--- config.mk ---
export PLATFORM = sky130hd
export DESIGN_NAME = base_ram_uart_ctrl
export DESIGN_NICKNAME = d
export VERILOG_FILES = /design/src/rtl/cpu_defs.sv /design/src/rtl/base_ram_uart_ctrl.sv
export SDC_FILE = /design/constraint.sdc
export NUM_CORES = 1
export LEC_CHECK = 0
export CAP_MARGIN = 20
export CORE_ASPECT_RATIO = 0.5
export CORE_MARGIN = 1
export CORE_UTILIZATION = 40
export CTS_BUF_LIST = sky130_fd_sc_hd__clkbuf_8
export DETAILED_ROUTE_END_ITERATION = 16
export PLACE_DENSITY = 0.86
export SETUP_SLACK_MARGIN = 0.02
export SYNTH_ARGS = -nofsm -noshare
export SYNTH_HDL_FRONTEND = slang
export SYNTH_SLANG_ARGS = --single-unit
export TNS_END_PERCENT = 50
--- constraint.sdc ---
create_clock -name clk -period 6.15 [get_ports clk]
set_clock_uncertainty 0.1 [all_clocks]
set_input_delay 1.845 -clock clk [delete_from_list [all_inputs] [get_ports clk]]
set_output_delay 1.845 -clock clk [all_outputs]
set_load 0.01 [all_outputs]
--- src/rtl/cpu_defs.sv ---
// Shared definitions for the CPU data-port bridge onto the BaseRAM/UART bus.
package cpu_defs;

    typedef enum logic [3:0] {
        IDLE,
        SRAM_RD,
        SRAM_WR,
        SRAM_WR_HOLD,
        UART_RD,
        UART_WR,
        UART_WR_WAIT,
        STAT,
        DONE
    } state_t;

    localparam logic [31:0] UART_DATA_ADDR_DEFAULT = 32'hBFD0_03F8;
    localparam logic [31:0] UART_STAT_ADDR_DEFAULT = 32'hBFD0_03FC;

    // Largest of three cycle counts; sizes the shared timing counter.
    function automatic int unsigned max3(input int unsigned a, input int unsigned b,
                                         input int unsigned c);
        int unsigned m;
        m = (a > b) ? a : b;
        return (m > c) ? m : c;
    endfunction

endpackage

--- src/rtl/base_ram_uart_ctrl.sv ---
// CPU data-port sequencer for the shared BaseRAM bus and the CPLD UART behind it.
// Every bus-facing output is registered from its next-state value.
module base_ram_uart_ctrl
    import cpu_defs::*;
#(
    parameter int unsigned RD_CYCLES      = 2,
    parameter int unsigned WR_CYCLES      = 2,
    parameter int unsigned UART_PULSE     = 2,
    parameter logic [31:0] UART_DATA_ADDR = UART_DATA_ADDR_DEFAULT,
    parameter logic [31:0] UART_STAT_ADDR = UART_STAT_ADDR_DEFAULT
) (
    input  logic        clk,
    input  logic        rst,
    input  logic        req,
    input  logic        we,
    input  logic [31:0] addr,
    input  logic [31:0] wdata,
    input  logic [3:0]  be_n,
    output logic [31:0] rdata,
    output logic        ack,
    output logic        busy,
    output logic [19:0] ram_addr,
    output logic [31:0] ram_data_o,
    output logic        ram_data_oe,
    input  logic [31:0] ram_data_i,
    output logic        ram_ce_n,
    output logic        ram_oe_n,
    output logic        ram_we_n,
    output logic [3:0]  ram_be_n,
    output logic        uart_rdn,
    output logic        uart_wrn,
    input  logic        uart_dataready,
    input  logic        uart_tbre,
    input  logic        uart_tsre
);

    localparam int unsigned CNT_MAX = max3(RD_CYCLES, WR_CYCLES, UART_PULSE);
    localparam int unsigned CW      = $clog2(CNT_MAX + 1);
    localparam logic [CW-1:0] RD_LAST = CW'(RD_CYCLES - 1);
    localparam logic [CW-1:0] WR_LAST = CW'(WR_CYCLES - 1);
    localparam logic [CW-1:0] UP_LAST = CW'(UART_PULSE - 1);

    state_t        state_q, state_d;
    logic [CW-1:0] cnt_q, cnt_d;
    logic [19:0]   ram_addr_q, ram_addr_d;
    logic [31:0]   ram_data_o_q, ram_data_o_d;
    logic [3:0]    be_q, be_d;
    logic          tbre_seen_q, tbre_seen_d;
    logic [31:0]   rdata_q, rdata_d;
    logic          ce_n_q, ce_n_d;
    logic          oe_n_q, oe_n_d;
    logic          we_n_q, we_n_d;
    logic [3:0]    ram_be_n_q, ram_be_n_d;
    logic          ram_data_oe_q, ram_data_oe_d;
    logic          rdn_q, rdn_d;
    logic          wrn_q, wrn_d;
    logic          ack_q, ack_d;
    logic          busy_q, busy_d;

    // Next-state, request latching, read-data capture and the per-state timing counter.
    always_comb begin
        state_d      = state_q;
        ram_addr_d   = ram_addr_q;
        ram_data_o_d = ram_data_o_q;
        be_d         = be_q;
        tbre_seen_d  = tbre_seen_q;
        rdata_d      = rdata_q;
        case (state_q)
            IDLE: begin
                if (req) begin
                    ram_addr_d   = addr[21:2];
                    ram_data_o_d = wdata;
                    be_d         = be_n;
                    tbre_seen_d  = 1'b0;
                    if (addr == UART_DATA_ADDR) begin
                        if (we) begin
                            state_d = UART_WR;
                        end else if (uart_dataready) begin
                            state_d = UART_RD;
                        end else begin
                            // Nothing waiting in the UART: answer zero without a strobe.
                            rdata_d = '0;
                            state_d = DONE;
                        end
                    end else if (addr == UART_STAT_ADDR) begin
                        if (!we) begin
                            rdata_d = {30'b0, uart_dataready, uart_tbre & uart_tsre};
                        end
                        state_d = STAT;
                    end else begin
                        state_d = we ? SRAM_WR : SRAM_RD;
                    end
                end
            end
            SRAM_RD: begin
                if (cnt_q == RD_LAST) begin
                    rdata_d = ram_data_i;
                    state_d = DONE;
                end
            end
            SRAM_WR: begin
                if (cnt_q == WR_LAST) begin
                    state_d = SRAM_WR_HOLD;
                end
            end
            SRAM_WR_HOLD: state_d = DONE;
            UART_RD: begin
                if (cnt_q == UP_LAST) begin
                    rdata_d = {24'b0, ram_data_i[7:0]};
                    state_d = DONE;
                end
            end
            UART_WR: begin
                if (cnt_q == UP_LAST) begin
                    state_d = UART_WR_WAIT;
                end
            end
            UART_WR_WAIT: begin
                // Holding register must empty before the shift register is checked.
                if (uart_tbre) begin
                    tbre_seen_d = 1'b1;
                end
                if (uart_tsre && (tbre_seen_q || uart_tbre)) begin
                    state_d = DONE;
                end
            end
            STAT:    state_d = DONE;
            DONE:    state_d = IDLE;
            default: state_d = IDLE;
        endcase
        cnt_d = (state_d == state_q) ? cnt_q + CW'(1) : '0;
    end

    // Bus strobes and handshake decoded from the state being entered, so they register cleanly.
    always_comb begin
        ce_n_d        = 1'b1;
        oe_n_d        = 1'b1;
        we_n_d        = 1'b1;
        ram_be_n_d    = 4'hF;
        ram_data_oe_d = 1'b0;
        rdn_d         = 1'b1;
        wrn_d         = 1'b1;
        ack_d         = (state_d == DONE);
        busy_d        = (state_d != IDLE);
        case (state_d)
            SRAM_RD: begin
                ce_n_d     = 1'b0;
                oe_n_d     = 1'b0;
                ram_be_n_d = 4'h0;
            end
            SRAM_WR: begin
                ce_n_d        = 1'b0;
                we_n_d        = 1'b0;
                ram_be_n_d    = be_d;
                ram_data_oe_d = 1'b1;
            end
            SRAM_WR_HOLD: begin
                ce_n_d        = 1'b0;
                ram_be_n_d    = be_d;
                ram_data_oe_d = 1'b1;
            end
            UART_RD: rdn_d = 1'b0;
            UART_WR: begin
                wrn_d         = 1'b0;
                ram_data_oe_d = 1'b1;
            end
            default: ;
        endcase
    end

    // State and output registers; reset drops every strobe on the same edge.
    always_ff @(posedge clk) begin
        if (!rst) begin
            state_q       <= IDLE;
            cnt_q         <= '0;
            ram_addr_q    <= '0;
            ram_data_o_q  <= '0;
            be_q          <= 4'hF;
            tbre_seen_q   <= 1'b0;
            rdata_q       <= '0;
            ce_n_q        <= 1'b1;
            oe_n_q        <= 1'b1;
            we_n_q        <= 1'b1;
            ram_be_n_q    <= 4'hF;
            ram_data_oe_q <= 1'b0;
            rdn_q         <= 1'b1;
            wrn_q         <= 1'b1;
            ack_q         <= 1'b0;
            busy_q        <= 1'b0;
        end else begin
            state_q       <= state_d;
            cnt_q         <= cnt_d;
            ram_addr_q    <= ram_addr_d;
            ram_data_o_q  <= ram_data_o_d;
            be_q          <= be_d;
            tbre_seen_q   <= tbre_seen_d;
            rdata_q       <= rdata_d;
            ce_n_q        <= ce_n_d;
            oe_n_q        <= oe_n_d;
            we_n_q        <= we_n_d;
            ram_be_n_q    <= ram_be_n_d;
            ram_data_oe_q <= ram_data_oe_d;
            rdn_q         <= rdn_d;
            wrn_q         <= wrn_d;
            ack_q         <= ack_d;
            busy_q        <= busy_d;
        end
    end

    assign rdata       = rdata_q;
    assign ack         = ack_q;
    assign busy        = busy_q;
    assign ram_addr    = ram_addr_q;
    assign ram_data_o  = ram_data_o_q;
    assign ram_data_oe = ram_data_oe_q;
    assign ram_ce_n    = ce_n_q;
    assign ram_oe_n    = oe_n_q;
    assign ram_we_n    = we_n_q;
    assign ram_be_n    = ram_be_n_q;
    assign uart_rdn    = rdn_q;
    assign uart_wrn    = wrn_q;

endmodule

After elaboration in Yosys (flattened, before gate mapping):

Cells that the tools add are included.

* logic and storage cells: 90
* input bits: 107
* register bits: 107

* muxes and demuxes: 32
* add/sub/neg operators: 1
* bitwise gates (word level): 1
* equality and inequality tests: 25
* reduce and logical (&&, ||, !) cells: 15

Operator list (number)
* $mux 32: 8
* $pmux 32 s3: 1
* $eq 32x32->1 const B: 2
* $mux 4: 10
* $eq 4x3->1 const B: 6
* $pmux 4 s6: 1
* $eq 4x2->1 const B: 4
* $ne 3x3->1 const B: 4
* $eq 4x1->1 const B: 2
* $mux 1: 8
* $ne 2x2->1 const B: 4
* $pmux 4 s2: 1
* $reduce_and 8->1: 1
* $reduce_or 2->1: 3
* $reduce_or 3->1: 2
* $eq 4x4->1: 1
* $eq 4x4->1 const B: 1
* $logic_not 4->1: 1
* $reduce_and 2->1: 2
* $reduce_bool 4->1: 1
* $mux 3: 1
* $reduce_and 3->1: 1
* $reduce_bool 3->1: 1
* $add 2x1->2 const B: 1
* other kinds (7): 7

Depth between registers and ports, before layout:

* depth in word-level cells: 8
* mapped depth: 9

Worst setup path after synthesis:

No wires, ideal clock.

* path type: input -> register
* start: input addr[12]
* end: register rdn_q, in the netlist uart_rdn
* setup time: 0.127 ns
* arrival time: 4.039 ns
* cell stages on the path: 5
* path slack: 1.884 ns
* cells stage by stage: or4b_1 or4_4 or4_4 a211o_1 or3_1

* longest elaborated chain between the ends: 7
* elaborated cells on any way between the ends: 8
* classes of those cells: eq/ne (3); mux (5)

Ends and longest elaborated chain
* start: declaration: line base_ram_uart_ctrl.sv:16 `input logic [31:0] addr,`
* $eq 32x32->1: line base_ram_uart_ctrl.sv:85 `end else if (addr == UART_STAT_ADDR) begin`
* $mux 3: line base_ram_uart_ctrl.sv:85
* $mux 4 *: line base_ram_uart_ctrl.sv:75 `if (addr == UART_DATA_ADDR) begin`
* $mux 4 *: line base_ram_uart_ctrl.sv:70 `if (req) begin`
* $pmux 4 s6 *: line base_ram_uart_ctrl.sv:68 `case (state_q)`
* $eq 4x3->1 *: line base_ram_uart_ctrl.sv:145 `case (state_d)`
* $mux 1 *: line base_ram_uart_ctrl.sv:145
* end signal: assignment: line base_ram_uart_ctrl.sv:203 `rdn_q <= rdn_d;`
* end: declaration: line base_ram_uart_ctrl.sv:55 `logic rdn_q, rdn_d;`

Every way passes the cells marked *; elsewhere a longest branch is shown, timed or not.
A chain may end at the register's enable or synchronous reset.

Worst setup path after layout:

* start: input addr[6]
* end: register rdn_q, in the netlist uart_rdn

Same word-level chain as after synthesis.

==> impl_metrics.py <==
metrics = {
    "die": {
        "die_area_um2": 10500,
        "coreArea_um2": 9630,
        "die_w_um": 144,
        "pin_count": 203,
        "row_count": 25,
        "start_util_pct": 41.9,
        "die_y_um": 73.0,
    },
    "synthesis": {
        "async_flop_share_pct": 0,
        "synth_top_cell_area_share_pct": 53.1,
        "yosysMostFrequentCell": "nand2_1",
        "synth_area_leader_cell": "dfxtp_1",
        "synth_cell_type_count": 44,
        "ys_seq_elements": 107,
        "seq_area_frac_synth_pct": 53.1,
        "yosys-top-cells-area": "dfxtp_1 (53%), nand2_1 (13%), a21oi_1 (6.8%)",
        "netlist_area_um2": 4040,
        "ys.flop_type": "dfxtp_1",
        "synthCells": 497,
        "syn-num-nets": 605,
        "yosysWarnings": 0,
        "syn-mean-instance-area_um2": 8.12,
        "synth_edf_count": 0,
        "ys_top_cells_by_count": "nand2_1 (142), dfxtp_1 (107), a21oi_1 (55)",
    },
    "pwr": {
        "vdd_ir_drop_max_v": 0.000126,
        "switching_share_pct": 25.9,
        "power_frac_seq_pct": 49.1,
        "p_clk_share_pct": 30.8,
        "p_int_w": 0.00114,
        "pwr-share-comb_pct": 20.1,
        "p_leak_nw": 2.27,
        "p_switching_w": 0.000399,
        "power_density_nw_per_um2": 242,
    },
    "layout": {
        "nets": 787,
        "diodes": 0,
        "instances_no_fill": 819,
        "drive_gt1_share_pct": 4.68,
        "final_area_um2": 6370,
        "post-route-util_pct": 66.1,
        "area_delta_synth_final_pct": 57.8,
    },
    "clock_tree": {
        "clk_pin_slew_ns": 0.10,
        "hold_buffers": 0,
        "cts_tree": "done",
        "clk_latency_ns": 0.37,
        "cts_max_level": 3,
        "cts-root-buf": "clkbuf_8",
        "cts-buffers-inserted": 9,
        "cts.sink_count": 107,
        "cts_setup_buffers": 0,
        "post_cts_resize_count": 0,
        "ctsLongestPathBuffers": 2,
    },
    "drt": {
        "wirelength_um": 11400,
        "num_vias": 4043,
        "vias_per_cell": 4.94,
        "drt_drc_violations_left": 0,
        "first_pass_iters": 4,
        "wl_per_cell_um": 14.0,
        "drtIter0Drc": 232,
        "ant_nets": 0,
    },
    "placed_design": {
        "placed_area_um2": 6140,
        "dp.cells": 803,
        "place_hpwl_um": 8190,
        "place_ws_ns": 1.35,
        "port_buffers": 202,
        "gp_congestion": 0.841,
    },
    "global_route": {
        "grt.total_usage_pct": 21.8,
        "antenna_found_initial": 0,
        "grt_start_max_net_pins": 65,
        "grt_pass1_vias": 3794,
        "grt_pass1_wl_um": 17900,
        "grt_overflow": 0,
    },
    "setup_path": {
        "crit_fanout": 6,
        "crit_required_ns": 6.31,
        "endpoint_kind": "flop",
        "start_kind": "primary input",
        "crit_type": "primary input to flop",
        "critPathArrivalTime_ns": 4.59,
    },
    "sta": {
        "fin_setup_tns_ns": 0,
        "timing.final.crit_share_pct": 71.9,
        "max_freq_mhz": 226,
        "rsz0062_at_grt": "no",
        "tightest_slew_ns": 0.994,
        "report.final.slew_viol_count": 0,
        "setup_ws_ns": 1.73,
        "min_period_ns": 4.42,
        "slew_headroom_pct": 33.7,
        "hold_viol_final": 0,
        "setup_viol": 0,
    },
    "status": {
        "status": "finished clean",
    },
    "worst_hold_path": {
        "hold_path.class": "flop to flop",
    },
    "flow_run": {
        "drv_cap": 0,
    },
}
cell usage in the layout (no fill, tap or decap), types with 4 or more instances in the layout:
master / instances
nand3_1: 36
dfxtp_1: 107
buf_4: 6
a21oi_1: 55
o21ai_0: 35
nor3_1: 6
a31oi_1: 4
mux2i_1: 4
nor2_1: 13
inv_1: 8
clkdlybuf4s50_1: 201
nand2_1: 141
clkbuf_8: 10
o21bai_1: 4
layout make-up:
class / count / area [um^2]
fillers: 815 / 3270
clock buffers: 10 / 138
well taps: 135 / 169
flip-flops and latches: 107 / 2140
inverters: 8 / 30.0
multi-input cells: 345 / 1740
clock inverters: 6 / 88.8
repair buffers: 208 / 2060
metrics by stage:
| step | total power (W) | hold slack [ns] |
|---|---|---|
| final | 0.00154 | 0.331 |
| after floorplan | 0.000906 | 0.297 |
| after global routing | 0.00161 | 0.342 |
| after global placement | 0.00108 | 0.305 |
| after detailed placement | 0.00108 | 0.318 |
| after CTS | 0.00156 | 0.333 |
kinds of logic (layout without fill, tap and decap cells):
| kind of cell | Yosys count | count (layout) | synth area share (%) |
|---|---|---|---|
| simple gates | 226 | 226 | 25.6 |
| compound gates | 112 | 112 | 15.4 |
| flops | 107 | 107 | 53.1 |
| buf+inv | 45 | 232 | 4.18 |
| mux | 4 | 4 | 0.992 |
| fa+ha+maj | 2 | 2 | 0.558 |
| xor+xnor | 1 | 1 | 0.217 |
power by group through the flow:
stage	Combinational, W	Clock [W]	Sequential (W)
floorplan	0.000119	0	0.000787
global placement	0.000304	0	0.000771
detailed placement	0.000311	0	0.000773
CTS	0.000312	0.000490	0.000757
global route	0.000339	0.000514	0.000761
finish	0.000310	0.000475	0.000756
per-layer routing:
layer / routed length [um] / GRT usage (%) / vias up / share of wire [%]
met5: 0 / 0 / - / 0
met1: 4770 / 24.8 / 1829 / 42
li1: - / - / 2047 / -
met3: 866 / 7.15 / 22 / 7.6
met2: 5620 / 38.9 / 145 / 49
met4: 168 / 6.86 / 0 / 1.5
state kept, by name, indices dropped and copies added (netlist names):
| name | cells |
|---|---|
| ram_addr | 20 |
| uart_rdn | 1 |
| cnt_q | 2 |
| ram_ce_n | 1 |
| ack | 1 |
| ram_be_n | 4 |
| ram_oe_n | 1 |
| ram_data_o | 32 |
| ram_we_n | 1 |
| busy | 1 |
| ram_data_oe | 1 |
| uart_wrn | 1 |
| tbre_seen_q | 1 |
| be_q | 4 |
| state_q | 4 |
| rdata | 32 |
critical path: stages:
cell	delay [ns]
clkdlybuf4s50_1	0.47
or4bb_1	0.54
or4_4	0.59
or4_4	0.45
a211o_1	0.33
or3_1	0.36
worst paths after layout:
kind | start | end | slack [ns] | cells after the start
max | addr[6] | uart_rdn | 1.73 | 6
min | cnt_q[0] | cnt_q[0] | 0.33 | 1
max reg2reg | state_q[0] | ram_be_n[1] | 3.59 | 6
min reg2reg | cnt_q[0] | cnt_q[0] | 0.33 | 1
Power figures use the tool's default switching activity.
